**src/rtl/rx_deframer_pkg.sv**
```systemverilog
// Shared definitions for the serial receive deframer.
//   state_t           : deframer FSM state encoding
//   DATA_BITS_DEFAULT : default number of data bits per frame
//   CNT_W             : width of the data-bit counter (covers 0..7)
//   even_parity_err() : 1 when data plus received parity bit has odd weight
package rx_deframer_pkg;

  typedef enum logic [2:0] {
    ST_IDLE      = 3'd0,
    ST_DATA      = 3'd1,
    ST_PARITY    = 3'd2,
    ST_STOP      = 3'd3,
    ST_WAIT_IDLE = 3'd4
  } state_t;

  localparam int DATA_BITS_DEFAULT = 8;
  localparam int CNT_W             = 3;

  // Unused upper data bits are held at 0, so they do not disturb the XOR.
  function automatic logic even_parity_err(input logic [7:0] data, input logic pbit);
    return (^data) ^ pbit;
  endfunction

endpackage

```
**src/rtl/rx_out_buffer.sv**
```systemverilog
// Single-entry holding register between the deframer and its consumer.
//   clk, reset     : falling-edge clock, asynchronous active-high reset
//   load           : a frame completed this cycle
//   load_data/perr : contents of the completed frame
//   ready          : consumer accepts the held frame when high with valid
//   data/perr/valid: held frame and its status
//   overrun        : one-cycle pulse when a completed frame is dropped
module rx_out_buffer
  import rx_deframer_pkg::*;
(
  input  logic       clk,
  input  logic       reset,
  input  logic       load,
  input  logic [7:0] load_data,
  input  logic       load_perr,
  input  logic       ready,
  output logic [7:0] data,
  output logic       perr,
  output logic       valid,
  output logic       overrun
);

  // Holding register: accept-and-reload in one cycle is allowed, otherwise a
  // new frame arriving on a full buffer is dropped and flagged.
  always_ff @(negedge clk or posedge reset) begin
    if (reset) begin
      data    <= 8'h00;
      perr    <= 1'b0;
      valid   <= 1'b0;
      overrun <= 1'b0;
    end else begin
      overrun <= 1'b0;
      if (load) begin
        if (!valid || ready) begin
          data  <= load_data;
          perr  <= load_perr;
          valid <= 1'b1;
        end else begin
          overrun <= 1'b1;
        end
      end else if (valid && ready) begin
        valid <= 1'b0;
      end
    end
  end

endmodule

```
**src/rtl/rx_deframer.sv**
```systemverilog
// Serial receive deframer: start bit, DATA_BITS data bits (LSB first),
// optional even parity bit, one stop bit. Advances only on bit_tick.
//   sc_clk_ctrl   : clock, all state changes on its falling edge
//   reset         : asynchronous active-high reset
//   S_data_in     : sampled serial line, valid when bit_tick is high
//   bit_tick      : one-cycle bit strobe
//   rx_ready      : consumer accept
//   rx_data       : received byte, unused MSBs 0
//   rx_valid      : rx_data holds an unaccepted frame
//   rx_parity_err : parity mismatch for the frame in rx_data
//   frame_err     : one-cycle pulse, stop bit sampled 0
//   overrun       : one-cycle pulse, completed frame dropped (buffer full)
module rx_deframer
  import rx_deframer_pkg::*;
#(
  parameter int DATA_BITS = DATA_BITS_DEFAULT,
  parameter int PARITY_EN = 0
) (
  input  logic       sc_clk_ctrl,
  input  logic       reset,
  input  logic       S_data_in,
  input  logic       bit_tick,
  input  logic       rx_ready,
  output logic [7:0] rx_data,
  output logic       rx_valid,
  output logic       rx_parity_err,
  output logic       frame_err,
  output logic       overrun
);

  localparam logic [CNT_W-1:0] LAST_CNT = CNT_W'(DATA_BITS - 1);

  state_t           state_r;
  logic [CNT_W-1:0] cnt_r;
  logic [7:0]       shreg_r;
  logic             perr_r;
  logic             frame_err_r;
  logic             complete_s;
  logic             load_perr_s;

  // A frame completes on the stop-bit tick when the stop bit is 1.
  always_comb begin
    complete_s  = 1'b0;
    load_perr_s = 1'b0;
    if (bit_tick && (state_r == ST_STOP) && S_data_in) begin
      complete_s = 1'b1;
    end else begin
      complete_s = 1'b0;
    end
    if (PARITY_EN != 0) begin
      load_perr_s = perr_r;
    end else begin
      load_perr_s = 1'b0;
    end
  end

  // Frame FSM with bit counter, shift register and registered error pulse.
  always_ff @(negedge sc_clk_ctrl or posedge reset) begin
    if (reset) begin
      state_r     <= ST_IDLE;
      cnt_r       <= '0;
      shreg_r     <= 8'h00;
      perr_r      <= 1'b0;
      frame_err_r <= 1'b0;
    end else begin
      frame_err_r <= 1'b0;
      if (bit_tick) begin
        case (state_r)
          ST_IDLE: begin
            if (!S_data_in) begin
              state_r <= ST_DATA;
              cnt_r   <= '0;
              shreg_r <= 8'h00;
              perr_r  <= 1'b0;
            end
          end
          ST_DATA: begin
            // Bit n lands at position n, giving LSB-first assembly directly.
            shreg_r[cnt_r] <= S_data_in;
            if (cnt_r == LAST_CNT) begin
              cnt_r   <= '0;
              state_r <= (PARITY_EN != 0) ? ST_PARITY : ST_STOP;
            end else begin
              cnt_r <= cnt_r + CNT_W'(1);
            end
          end
          ST_PARITY: begin
            perr_r  <= even_parity_err(shreg_r, S_data_in);
            state_r <= ST_STOP;
          end
          ST_STOP: begin
            if (S_data_in) begin
              state_r <= ST_IDLE;
            end else begin
              frame_err_r <= 1'b1;
              state_r     <= ST_WAIT_IDLE;
            end
          end
          ST_WAIT_IDLE: begin
            // Line break: wait for the line to return high before hunting.
            if (S_data_in) begin
              state_r <= ST_IDLE;
            end
          end
          default: begin
            state_r <= ST_IDLE;
          end
        endcase
      end
    end
  end

  assign frame_err = frame_err_r;

  rx_out_buffer u_out_buffer (
    .clk       (sc_clk_ctrl),
    .reset     (reset),
    .load      (complete_s),
    .load_data (shreg_r),
    .load_perr (load_perr_s),
    .ready     (rx_ready),
    .data      (rx_data),
    .perr      (rx_parity_err),
    .valid     (rx_valid),
    .overrun   (overrun)
  );

endmodule

```
**config.mk**
```make
export PLATFORM = sky130hd
export DESIGN_NAME = rx_deframer
export DESIGN_NICKNAME = d
export VERILOG_FILES = /design/src/rtl/rx_deframer_pkg.sv /design/src/rtl/rx_out_buffer.sv /design/src/rtl/rx_deframer.sv
export SDC_FILE = /design/constraint.sdc
export NUM_CORES = 1
export LEC_CHECK = 0
export ABC_AREA = 1
export CAP_MARGIN = 10
export CORE_AREA = 2 2 60 62
export CTS_CLUSTER_SIZE = 14
export DETAILED_ROUTE_END_ITERATION = 10
export DIE_AREA = 0 0 62 64
export GPL_ROUTABILITY_DRIVEN = 1
export GPL_TIMING_DRIVEN = 1
export PLACE_DENSITY_LB_ADDON = 0.25
export SYNTH_ARGS = -nofsm -noshare
export SYNTH_HDL_FRONTEND = slang
export SYNTH_SLANG_ARGS = --single-unit
```
**constraint.sdc**
```tcl
create_clock -name sc_clk_ctrl -period 1.6 [get_ports sc_clk_ctrl]
set_clock_uncertainty 0.2 [all_clocks]
set_input_delay 0.24 -clock sc_clk_ctrl [delete_from_list [all_inputs] [get_ports sc_clk_ctrl]]
set_output_delay 0.24 -clock sc_clk_ctrl [all_outputs]
set_load 0.005 [all_outputs]
```
# [After elaboration in Yosys (flattened, before gate mapping)]
# Index checks and enable logic that the tools add are counted.
[totals] regBits=25 in_bits=5 out_inout_bits=12 wordCells=54
[classes] addsub=1 magnitude_cmp=2 n_eq_ne=9 n_mux=22 n_reduce_logical=13
[op_table] cell="$mux 3" n=6
[op_table] cell="$pmux 8 s2" n=1
[op_table] cell="$pmux 3 s5" n=1
[op_table] cell="$mux 1" n=10
[op_table] cell="$bwmux 8" n=1
[op_table] cell="$mux 8" n=1
[op_table] cell="$eq 3x2->1 const B" n=2
[op_table] cell="$eq 3x3->1 const B" n=2
[op_table] cell="$ne 2x2->1 const B" n=3
[op_table] cell="$pmux 3 s2" n=1
[op_table] cell="$logic_and 1x1->1" n=4
[op_table] cell="$lt 3x4->1 const B" n=1
[op_table] cell="$reduce_and 2->1" n=2
[op_table] cell="$reduce_and 4->1" n=1
[op_table] cell="$reduce_bool 2->1" n=2
[op_table] cell="$add 3x1->3 const B" n=1
[op_table] cell="$demux 1 s3" n=1
[op_table] cell="$eq 3x1->1 const B" n=1
[op_table] cell="$ge 3x1->1 const B" n=1
[op_table] cell="$logic_not 3->1" n=1
[op_table] cell="$reduce_and 3->1" n=1
[op_table] cell="$ne 2x1->1 const B" n=1
[op_table] cell="$logic_not 1->1" n=1
[op_table] cell="$logic_or 1x1->1" n=1

# [Logic depth before layout (Yosys ltp)]
# Gate-level depths: netlist (run 1).
[depth] word_depth=6 ltp_mapped=9 depth_no_buf=8

# [Hierarchy]
# A second synthesis (run 1) with hierarchy kept.
[hier_totals] cells_unflattened=168 hier_area_um2=1315.0
[by_module_without_submodules] module="rx_deframer" instances=1 cells_each=121 area_per_inst_um2=873.3 seq_area_each_um2=375.4
[by_module_without_submodules] module="rx_out_buffer" instances=1 cells_each=47 area_per_inst_um2=441.7 seq_area_each_um2=275.3

==> results of run 1 <==
cell usage after synthesis (2+ instances only):
| master | instances |
|---|---|
| a21oi_1 | 3 |
| buf_2 | 2 |
| buf_6 | 2 |
| dfrtn_1 | 25 |
| ha_1 | 2 |
| inv_1 | 10 |
| nand2_1 | 62 |
| nand3_1 | 19 |
| nor2_1 | 11 |
| nor2_4 | 2 |
| o21ai_0 | 10 |
| o21ai_1 | 2 |
routing by layer:
metal / part of all wire (%) / track usage, %
met5: 0 / 0
met4: 2.4 / 6.649
met3: 3.5 / 2.632
met2: 50 / 23.83
met1: 44 / 18.01
metrics by stage:
stage	utilization, %	power, uW	area [sq um]
after global placement	48.95	1840	1608
final	55.39	2459	1819
after floorplan	-	1595	1326
after global routing	55.39	2665	1819
after CTS	53.03	2333	1742
after detailed placement	48.95	1859	1608
layout by cell type (no fill, tap or decap):
cell,count
a21oi_1,3
buf_12,4
buf_2,12
buf_4,11
buf_6,6
clkbuf_1,1
clkbuf_4,3
clkdlybuf4s50_1,1
clkinvlp_4,2
conb_1,1
dfrtn_1,25
ha_1,2
inv_1,6
inv_12,1
inv_2,2
inv_6,1
inv_8,2
nand2_1,40
nand2_2,16
nand2_4,5
nand2_8,2
nand3_1,13
nand3_2,7
nand3_4,1
nor2_1,7
nor2_4,6
nor3_1,1
o21ai_0,5
o21ai_1,3
o21ai_2,4
power by group:
group          total (uW)  switching (uW)  internal (uW)
registers             935             145            789
clock network         287             190           97.7
logic                1240             768            469
sequential cells by signal, summed over array words and instances, names as in the netlist:
| signal | count |
|---|---|
| cnt_r | 3 |
| u_out_buffer.valid | 1 |
| u_out_buffer.overrun | 1 |
| frame_err | 1 |
| u_out_buffer.data | 8 |
| shreg_r | 8 |
| state_r | 3 |
timing repair:
action                     CTS  global route
gates cloned                 2             0
buffers inserted             6             2
hold buffers                 0             0
pin swaps                   11            10
setup endpoints to repair   36            34
resized for setup           95            19
area by class of cell:
class	count	area, sq um	share of cell area [%]
timing repair buffer	34	300.3	16.51
clock buffer	4	26.28	1.444
inverter	13	83.83	4.608
multi-input combinational	116	716.9	39.41
sequential	25	625.6	34.39
tap	46	57.56	3.164
timing repair inverter	1	8.758	0.4814
tightest hold or removal path: stages, from the launching register on:
cell	delay, ns
dfrtn_1	0.42
nand2_1	0.05
nand2_1	0.05
logic make-up after synthesis:
logic type | after synthesis
fa+ha+maj | 2
compound gates | 15
flops | 25
simple gates | 98
other cells | 1
buf+inv | 18
worst max-delay path by stage:
stage | to | slack (ns) | from | cells after the start
2_1_floorplan | shreg_r[2]$_DFFE_NP0P_ | -0.26 | S_data_in | 7
3_3_place_gp | shreg_r[2]$_DFFE_NP0P_ | -0.88 | S_data_in | 8
3_5_place_dp | state_r[0]$_DFFE_NP0P_ | -0.91 | S_data_in | 9
4_1_cts | rx_valid | -0.49 | u_out_buffer.valid$_DFFE_NP0P_ | 1
5_1_grt | rx_data[7] | -0.54 | u_out_buffer.data[7]$_DFFE_NP0P_ | 1
6_report | rx_data[6] | -0.50 | u_out_buffer.data[6]$_DFFE_NP0P_ | 1
==> metrics, run 1 <==
status finished with violations; failing checks setup timing; Diodes inserted 0; synthesized instance count 159; Total Neg Setup Slack -6.973 ns; smallest setup slack after layout -0.5014 ns; RePlAce Congestion 0.8671; HP Class reg -> reg; clk root buf clkbuf_4; Starting Density a little under two fifths; port bufs 15; Hold EP u_out_buffer.data[2]$_DFFE_NP0P_; vias in the first global route 1055; die span in y between 60 and 70 microns; post-synthesis sequential area ratio 49.80%; Setup violations, final 33; initial antenna violation count 0; CTS clk-pin slew, worst paths roughly 0.090 ns; Mapped Area 1256 sq um; slowest CP cell dfrtn_1; Synth Warn # 0; CP bufs+invs 1; critical path's largest stage delay ~0.43 ns; Total Die Area between 3000 and 4000 sq um; DPL Wire Length between 1500 and 2000 microns; critical path startpoint category flip-flop; mux contribution to synthesized area 0%; final wirelength 2670 microns; CTS Buf Count 3; ys async rst share 100.0%; clock latency on the worst-skew pair slightly above 0.3 ns; Simple-Gate Fraction of Synth Area approximately 35%; Hold Path Depth 2; pin count of the biggest net entering global routing 14; Synth Area per Inst just under 8 sq um; number of flops mapped to enable cells by yosys 0; H-tree Lvls 1; fin cells 239; pre-CTS WS -0.9069 ns; Pleak around 0.00093 uW; Via Count 1132; Layout area overhead 44.82%; top_reg_cell synth dfrtn_1; DRC Markers 0; RSZ-0062 raised after global routing yes; Crit Path Class reg -> out; post-synthesis adder-cell area fraction 1.992%; cells along the critical path buf_2; Via density 4.736; Power per Cell Area 1352 nW/um^2; Tot GR Track Use 14.57%; R2R Setup Slk 0.02 ns; Crit Path Max Fanout 2; Syn Nets around 170; largest family of logic cells by synthesized area simple AND/OR/NAND/NOR gates; Worst Path Arrival 1.66 ns; Slew Viols, Final 0; WP data required 1.16 ns; CP delay by family, top flip-flops; Synth area leader dfrtn_1; 1st-pass router iterations 5; core area 3284 sq um; row count 21; Synth Area in XOR/XNOR 0%; Filler cells a little under 300; top cells by area, synth dfrtn_1 50%, nand2_1 19%, nand3_1 7.6%; Initial DRC Count 10; GR Overflow Total 0; reg2reg path depth 7; fraction of layout cells with a size suffix above 1 44.04%; dpl cells 226; Hold Crit Start u_out_buffer.data[2]$_DFFE_NP0P_; width of the die roughly 62 microns; share of the synthesized area in the top cell type between 40% and 50%; IO Pins 17; compound-gate portion of the synthesized area 5.976%; number of maximum-capacitance violations 0; Final Hold Viols 0; Yosys reg bits 25; RR Endpoint shreg_r[6]$_DFFE_NP0P_; Final nets between 200 and 250; endpoint type of the worst setup path output port; library cells used by synthesis 21; CTS tree built; maximum vdd drop 0.8213 mV; R2R Path Start state_r[0]$_DFFE_NP0P_; Routed Antenna Nets 0; clock sink total 25; first-pass GRT wire length between 4000 and 5000 microns; clk buf depth 2; mean routed wirelength per cell 11.17 microns; hold_ws between 0.2 and 0.25 ns
Power figures use the tool's default switching activity.
==> run 2, diff against run 1 <==
- SKIP_LAST_GASP: not set -> 1
==> run 2 against run 1 <==
Effect of this change:
- the flow still finishes with violations (setup timing)
- first-iteration DRC count did not move
- critical path depth did not move
- die area stayed put
- critical endpoint unchanged
- largest cell class unchanged
==> metrics, run 2 (synthesis results as in run 1) <==
Total Neg Setup Slack -6.976 ns (-0.002680 ns); initial antenna violation count 0 (unchanged); hold_ws 0.2130 ns (+0.00002000 ns); Initial DRC Count 10 (unchanged); Starting Density 38.25% (unchanged); endpoint type of the worst setup path output port; Routed Antenna Nets 0 (unchanged); pin count of the biggest net entering global routing 14 (unchanged); RSZ-0062 raised after global routing yes; Final Hold Viols 0 (unchanged); Layout area overhead 44.82% (unchanged); core area 3284 sq um (unchanged); GR Overflow Total 0 (unchanged); Worst Path Arrival 1.66 ns (about the same); cells along the critical path buf_2; critical path's largest stage delay 0.43 ns (about the same); clk buf depth 2 (unchanged); Pleak 0.0009328 uW (about the same); Power per Cell Area 1350 nW/um^2 (-0.11%); clock sink total 25 (unchanged); CP delay by family, top flip-flops; width of the die 62 microns (unchanged); Total Die Area 3968 sq um (unchanged); Via Count 1131 (-0.088%); critical path startpoint category flip-flop; Via density 4.732 (about the same); Final nets 201 (unchanged); CTS hold repair buffers 0 (unchanged); fraction of layout cells with a size suffix above 1 44.04% (unchanged); IO Pins 17 (unchanged); H-tree Lvls 1 (unchanged); DRC Markers 0 (unchanged); WP data required 1.16 ns (about the same); smallest setup slack after layout -0.5002 ns (+0.001191 ns); first-pass GRT wire length 4464 microns (unchanged); CTS tree built; port bufs 15 (unchanged); failing checks setup timing; final wirelength 2661 microns (-0.34%); 1st-pass router iterations 4 (-1); Setup violations, final 33 (unchanged); top flop regs shreg_r: 8 flops, u_out_buffer.data: 8 flops; HP Class reg -> reg; Crit Path Class reg -> out; Diodes inserted 0 (unchanged); dpl cells 226 (unchanged); row count 21 (unchanged); clk root buf clkbuf_4; CP bufs+invs 1 (unchanged); status finished with violations; most common cell after layout, fill and taps aside nand2_1; Tot GR Track Use 14.57% (unchanged); RePlAce Congestion 0.8671 (unchanged); fin cells 239 (unchanged); CTS clk-pin slew, worst paths 0.09 ns (about the same); final core occ 55.39% (unchanged); maximum vdd drop 0.8239 mV (+0.31%); most frequent cells in the layout 40 x nand2_1, 25 x dfrtn_1, 16 x nand2_2, 13 x nand3_1, 12 x buf_2; DPL Wire Length 1807 microns (unchanged); mean routed wirelength per cell 11.13 microns (-0.34%); clock latency on the worst-skew pair 0.31 ns (about the same); Slew Viols, Final 0 (unchanged); Filler cells 291 (unchanged); CTS Buf Count 3 (unchanged); die span in y 64 microns (unchanged); vias in the first global route 1055 (unchanged); pre-CTS WS -0.9069 ns (unchanged); number of maximum-capacitance violations 0 (unchanged); slowest CP cell dfrtn_1; Crit Path Max Fanout 2 (unchanged)
run 2: cell types whose count changed in the layout (fill, tap and decap cells not counted):
| cell | before | now |
|---|---|---|
| o21ai_0 | 5 | 6 |
| o21ai_1 | 3 | 2 |
run 2: worst paths after layout:
check / startpoint / endpoint / slack [ns] / cells after the start
min: u_out_buffer.data[2]$_DFFE_NP0P_ / u_out_buffer.data[2]$_DFFE_NP0P_ / 0.21 / 2
min in group asynchronous: reset / u_out_buffer.data[2]$_DFFE_NP0P_ / 0.78 / 3
max: u_out_buffer.data[6]$_DFFE_NP0P_ / rx_data[6] / -0.50 / 1
max in group asynchronous: reset / shreg_r[0]$_DFFE_NP0P_ / 0.27 / 3
min reg2reg: u_out_buffer.data[2]$_DFFE_NP0P_ / u_out_buffer.data[2]$_DFFE_NP0P_ / 0.21 / 2
max reg2reg: cnt_r[0]$_DFFE_NP0P_ / shreg_r[5]$_DFFE_NP0P_ / -0.05 / 6
run 2: through the flow:
step / power, uW / instance area [sq um]
floorplan: 1595 / 1326
global placement: 1840 / 1608
detailed placement: 1859 / 1608
CTS: 2333 / 1742
global route: 2663 / 1819
finish: 2457 / 1819
run 2: where the power goes:
group / internal, uW / total [uW] / switching [uW] / leakage [uW]
Clock: 97.7 / 287 / 189 / 0.0000150
Sequential: 789 / 935 / 145 / 0.000342
Combinational: 468 / 1230 / 767 / 0.000576
Total: 1350 / 2460 / 1100 / 0.000933
run 2: area by class of cell:
class | instances | area, sq um | share of cell area [%]
Clock buffer | 4 | 26.28 | 1.444
Inverter | 13 | 83.83 | 4.608
Multi-Input combinational cell | 116 | 716.9 | 39.41
Sequential cell | 25 | 625.6 | 34.39
Tap cell | 46 | 57.56 | 3.164
Timing Repair Buffer | 34 | 300.3 | 16.51
Timing Repair inverter | 1 | 8.758 | 0.4814
run 2: routing by layer:
layer  global-route usage (%)  share of wire, %  vias up
li1                         -                 -      574
met1                    18.01                44      526
met2                    23.83                50       22
met3                    2.632               3.3        9
met4                    6.649               2.5        0
met5                        0                 0        -
run 2: repair_timing:
| item | 4_1_cts | 5_1_grt |
|---|---|---|
| pin swaps | 11 | 10 |
| setup buffers | 6 | 2 |
| gates resized for setup | 95 | 18 |
| cloned | 2 | 0 |
| setup endpoints to repair | 36 | 34 |
